<file path="config.mk">
export PLATFORM = sky130hd
export DESIGN_NAME = crc_tx_arbiter
export DESIGN_NICKNAME = d
export VERILOG_FILES = /design/src/rtl/crc_tx_arbiter.sv
export SDC_FILE = /design/constraint.sdc
export NUM_CORES = 1
export LEC_CHECK = 0
export ABC_AREA = 0
export BUFFER_PORTS_ARGS = -buffer_cell sky130_fd_sc_hd__buf_2
export CORE_ASPECT_RATIO = 1.4
export CORE_MARGIN = 2
export CORE_UTILIZATION = 53
export CTS_CLUSTER_DIAMETER = 30
export DETAILED_ROUTE_END_ITERATION = 7
export GPL_TIMING_DRIVEN = 0
export PLACE_DENSITY = 0.78
export SYNTH_ARGS = -nofsm -noshare
export SYNTH_HDL_FRONTEND = slang
export SYNTH_SLANG_ARGS = --single-unit
</file>
<file path="constraint.sdc">
create_clock -name clk -period 2.2 [get_ports clk]
set_input_delay 0.22 -clock clk [delete_from_list [all_inputs] [get_ports clk]]
set_output_delay 0.22 -clock clk [all_outputs]
set_load 0.01 [all_outputs]
</file>
<file path="src/rtl/crc_tx_arbiter.sv">
// Purpose: round-robin arbiter feeding one token (CRC5) or serial data (CRC16) packet into a CRC encoder.
// Latency: grant decided in IDLE, START one cycle later, one bit per accepted STREAM cycle, DRAIN >= 2 cycles, DONE 1 cycle.
// Backpressure: tx_pause freezes the token shifter and deasserts dat_ready; data underrun is forwarded as crc_pause_out.
module crc_tx_arbiter (
  input  logic        clk,
  input  logic        rst_L,
  input  logic        tok_req,
  input  logic [10:0] tok_data,
  output logic        tok_gnt,
  output logic        tok_done,
  input  logic        dat_req,
  input  logic        dat_valid,
  input  logic        dat_bit,
  input  logic        dat_last,
  output logic        dat_ready,
  output logic        dat_gnt,
  output logic        dat_done,
  input  logic        tx_pause,
  output logic        crc_inb,
  output logic        crc_recving,
  output logic        crc_pkttype,
  output logic        crc_start,
  output logic        crc_pause_out,
  input  logic        crc_sending,
  output logic        drain_err
);

  typedef enum logic [2:0] {
    S_IDLE   = 3'd0,
    S_START  = 3'd1,
    S_STREAM = 3'd2,
    S_DRAIN  = 3'd3,
    S_DONE   = 3'd4
  } state_t;

  // Drain gives up after this many cycles with the encoder still busy.
  localparam logic [4:0] DRAIN_LIMIT = 5'd24;
  // Index of the final token bit (11 bits, counted from zero).
  localparam logic [3:0] TOK_LAST_IDX = 4'd10;

  state_t      state_q, state_d;
  logic        gnt_tok_q, gnt_tok_d;     // 1: token owns the encoder, 0: data
  logic        last_tok_q, last_tok_d;   // 1: token was granted most recently
  logic [10:0] shift_q, shift_d;
  logic [3:0]  bit_cnt_q, bit_cnt_d;
  logic [4:0]  drain_cnt_q, drain_cnt_d;
  logic        drain_err_q, drain_err_d;

  logic        busy;
  logic        strm_dat;
  logic        underrun;

  // State and datapath registers, synchronous active-low reset.
  always_ff @(posedge clk) begin
    if (!rst_L) begin
      state_q     <= S_IDLE;
      gnt_tok_q   <= 1'b0;
      last_tok_q  <= 1'b0;
      shift_q     <= '0;
      bit_cnt_q   <= '0;
      drain_cnt_q <= '0;
      drain_err_q <= 1'b0;
    end else begin
      state_q     <= state_d;
      gnt_tok_q   <= gnt_tok_d;
      last_tok_q  <= last_tok_d;
      shift_q     <= shift_d;
      bit_cnt_q   <= bit_cnt_d;
      drain_cnt_q <= drain_cnt_d;
      drain_err_q <= drain_err_d;
    end
  end

  // Next-state: arbitration, bit streaming and drain supervision.
  always_comb begin
    state_d     = state_q;
    gnt_tok_d   = gnt_tok_q;
    last_tok_d  = last_tok_q;
    shift_d     = shift_q;
    bit_cnt_d   = bit_cnt_q;
    drain_cnt_d = drain_cnt_q;
    drain_err_d = drain_err_q;

    case (state_q)
      S_IDLE: begin
        if (tok_req || dat_req) begin
          // On a tie the side that did not win last time takes the grant.
          gnt_tok_d = (tok_req && dat_req) ? ~last_tok_q : tok_req;
          shift_d   = tok_data;
          bit_cnt_d = '0;
          state_d   = S_START;
        end
      end

      S_START: begin
        state_d = S_STREAM;
      end

      S_STREAM: begin
        if (gnt_tok_q) begin
          if (!tx_pause) begin
            shift_d   = {1'b0, shift_q[10:1]};
            bit_cnt_d = bit_cnt_q + 4'd1;
            if (bit_cnt_q == TOK_LAST_IDX) begin
              drain_cnt_d = '0;
              state_d     = S_DRAIN;
            end
          end
        end else if (dat_valid && !tx_pause && dat_last) begin
          drain_cnt_d = '0;
          state_d     = S_DRAIN;
        end
      end

      S_DRAIN: begin
        // Counts regardless of tx_pause; normal exit takes priority over timeout.
        drain_cnt_d = drain_cnt_q + 5'd1;
        if ((drain_cnt_q != 5'd0) && !crc_sending) begin
          state_d = S_DONE;
        end else if (drain_cnt_d == DRAIN_LIMIT) begin
          drain_err_d = 1'b1;
          state_d     = S_DONE;
        end
      end

      S_DONE: begin
        last_tok_d = gnt_tok_q;
        state_d    = S_IDLE;
      end

      default: begin
        state_d = S_IDLE;
      end
    endcase
  end

  // Outputs decoded from the current state and the latched grant.
  always_comb begin
    busy     = (state_q != S_IDLE);
    strm_dat = (state_q == S_STREAM) && !gnt_tok_q;
    underrun = strm_dat && !dat_valid;

    tok_gnt     = busy && gnt_tok_q;
    dat_gnt     = busy && !gnt_tok_q;
    tok_done    = (state_q == S_DONE) && gnt_tok_q;
    dat_done    = (state_q == S_DONE) && !gnt_tok_q;

    crc_start   = (state_q == S_START);
    crc_recving = (state_q == S_START) || (state_q == S_STREAM);
    crc_pkttype = !gnt_tok_q &&
                  ((state_q == S_START) || (state_q == S_STREAM) || (state_q == S_DRAIN));
    crc_inb     = (state_q == S_STREAM) && (gnt_tok_q ? shift_q[0] : dat_bit);

    dat_ready     = strm_dat && !tx_pause;
    crc_pause_out = busy && (state_q != S_DONE) && (tx_pause || underrun);
    drain_err     = drain_err_q;
  end

endmodule
</file>
==> flow_summary.yaml <==
run_status:
  status: "complete, no violations"
yosys:
  async_reset_ff_share_pct: 0
  synth_compound_area_share_pct: 23.71
  ys_seq_area_share_pct: 35.74
  synth-simple-area-share_pct: 27.84
  ys.flop_type: "dfxtp_1"
  syn-instance-count: 180
  synth_xor_area_share_pct: 1.203
  ys_ff_latch: 26
  synth_edf_count: 0
  synthesis.area_um2: 1456
  synth_top_family_by_area: "simple AND/OR/NAND/NOR gates"
  synth.area.mux_share_pct: 2.062
  syn_avg_cell_area_um2: 8.091
  netlist-cell-type-count: 42
  synth_fa_ha_area_share_pct: 3.436
  syn_nets: 204
  yosysWarnings: 0
power:
  p_int_uw: 943.4
  sw_frac_of_total_pct: 41.35
  vdd_drop_max_uv: 588.9
  pwr-share-comb_pct: 48.5
  pwr-share-clk_pct: 12.7
  p_per_area_nw_per_um2: 963.7
  pwr-share-seq_pct: 38.8
  leakage_nw: 0.7178
  switchingPower_uw: 665.1
  power_mw: 1.608
routing:
  drc_errors: 0
  dr.pass1.iters: 5
  postRouteAntennaNets: 0
  wl_um: 3264
  vias_per_cell: 5.589
  vias: 1386
  wl_per_cell_um: 13.16
  drt_iter0_drc: 18
clock_network:
  path_clk_slew_ns: 0.14
  root_buffer: "clkbuf_4"
  cts_setup_buffers: 0
  clock-sinks: 26
  clk_latency_ns: 0.32
  cts_tree: "built"
  ctsHoldBuffers: 0
  cts_resized: 0
  cts_buffer_depth: 2
  cts_made_buffers: 3
  h-tree-depth: 1
floorplan:
  die_h_um: 66.03
  die_area_um2: 3189
  core_area_um2: 2615
  die_w_um: 48.31
  initial_core_util_pct: 55.69
  boundaryPins: 31
  fp-row-count: 22
sta:
  tns_ns: 0
  finalMaxSlewViolations: 0
  tightestPinTransition_ns: 0.5818
  setup_viol: 0
  timing.final.crit_share_pct: 89.36
  hold_violations: 0
  fmax_mhz: 508.7
  final.setup_skew_ns: 0.01001
  fin_hold_ws_ns: 0.1477
  slew_headroom_pct: 61.21
  rsz0062_at_grt: "no"
  setup_slack_ns: 0.2341
  period_needed_ns: 1.966
critical_path:
  critPathMaxFanout: 10
  ff2ff_setup_slack_ns: 0.35
  critPathArrivalTime_ns: 1.75
  r2r-start: "state_q[1]"
  cp-end-kind: "output port"
  cp_data_required_time_ns: 1.98
  start_kind: "flop"
  r2r_end: "shift_q[0]"
  path_class: "reg -> out"
  ff2ff_path_depth: 7
placement:
  hpwlAfterDp_um: 2560
  dp.cells: 245
  place.gp.congestion: 0.8207
  numPortBuffers: 29
  place_ws_ns: 0.3964
min_path:
  worstHoldPathCells: 3
  worst_hold_path_type: "in -> reg"
  whs_endpoint: "shift_q[9]"
  min-delay-start: "tok_data[9]"
global_routing:
  gr-total-overflow: 0
  grt_use_total_pct: 22.40
  antenna_found_initial: 0
  grt_pass1_wl_um: 5699
  grt_max_degree: 14
  grt_pass1_vias: 1373
run:
  maxCapViolCount: 0
layout:
  area_growth_pct: 14.60
  layout-drive-gt1-share_pct: 22.17
  finalNonFillerCells: 248
  antenna_cells: 0
  fin_nets: 238
## Yosys cell counts, drive strengths merged (2+ instances only)
master	instances	share of area [%]
nand2	30	7.7
clkbuf	6	1.5
nor3	4	1.4
nand3	3	1.0
o22a	2	1.2
mux2i	3	2.1
o21a	2	1.0
nor2b	4	1.7
and3b	2	1.2
dfxtp	26	36
inv	9	2.3
buf	5	2.1
o21ai	7	2.4
a311oi	12	9.4
a31o	2	1.2
nand2b	2	0.86
nor3b	3	1.5
and3	2	0.86
nor2	26	6.7
a21oi	5	1.7
ha	4	3.4
a211oi	3	1.5
a31oi	2	0.86
## sequential cells by signal, indices dropped and copies added (netlist names)
name	count
bit_cnt_q	4
drain_cnt_q	5
drain_err	1
gnt_tok_q	1
last_tok_q	1
shift_q	11
state_q	3
## critical path, stage by stage (launching register included)
cell and delay (ns):
dfxtp_1 0.40, buf_2 0.22, nor2_1 0.09, nand2_1 0.12
clkbuf_1 0.36, nor2_1 0.09, buf_2 0.15
## placed cells by master, fill, tap and decap left out, types with 2 or more instances in the layout
master / n
nand3_1: 3
o22a_1: 2
nor2_1: 26
a311oi_1: 7
and3b_1: 2
nor3_1: 4
a31oi_1: 2
nor2b_1: 4
a311oi_2: 5
ha_1: 4
a211oi_1: 3
inv_1: 9
and3_1: 2
nand2b_1: 2
clkbuf_1: 6
o21a_1: 2
o21ai_0: 6
a21oi_1: 5
dfxtp_1: 26
mux2i_1: 3
nand2_1: 30
a31o_2: 2
buf_2: 33
nor3b_1: 3
clkbuf_4: 3
## worst max-delay path by stage
stage / from / end / slack [ns] / depth (start not counted)
after floorplan: state_q[0] / shift_q[3] / 0.61 / 4
after global placement: state_q[1] / shift_q[1] / 0.43 / 7
after detailed placement: state_q[1] / shift_q[2] / 0.40 / 7
after CTS: state_q[2] / crc_inb / 0.22 / 6
after global routing: state_q[2] / dat_ready / 0.06 / 6
final: state_q[2] / crc_inb / 0.23 / 6
## metrics by stage
| step | util, % | cell area [um^2] |
|---|---|---|
| after floorplan | - | 1456 |
| after global placement | 62.97 | 1647 |
| after detailed placement | 62.97 | 1647 |
| after CTS | 63.83 | 1669 |
| after global routing | 63.83 | 1669 |
| final | 63.83 | 1669 |
## metal layers
layer  vias to the layer above  routed length (um)  GRT usage [%]
li1                        703                   -              -
met1                       648                1343          24.50
met2                        27                1752          42.71
met3                         8                  96          2.941
met4                         0                  70          10.36
met5                         -                   0              0
## power by group through the flow
stage | Combinational, mW | Sequential [mW] | Clock [mW]
2_1_floorplan | 0.588 | 0.619 | 0
3_3_place_gp | 0.755 | 0.629 | 0
3_5_place_dp | 0.779 | 0.634 | 0
4_1_cts | 0.784 | 0.624 | 0.207
5_1_grt | 0.871 | 0.638 | 0.225
6_report | 0.779 | 0.625 | 0.204
## cell type report
type	count	area, um^2
Tap cell	36	45.04
Fill cell	235	945.9
Inverter	9	33.78
Multi-Input combinational cell	134	848.3
Buffer	11	53.80
Timing Repair Buffer	29	145.1
Clock buffer	3	22.52
Sequential cell	26	520.5
## kinds of logic (layout without fill, tap and decap cells)
family | after synthesis | in the layout
XOR/XNOR | 2 | 2
flip-flops | 26 | 26
multiplexers | 3 | 3
AND/OR/NAND/NOR | 84 | 84
AO/OA/AOI/OAI | 41 | 41
adder cells (fa/ha/maj) | 4 | 4
buffers and inverters | 20 | 52
Note: power is estimated with default switching activity, not from simulation.
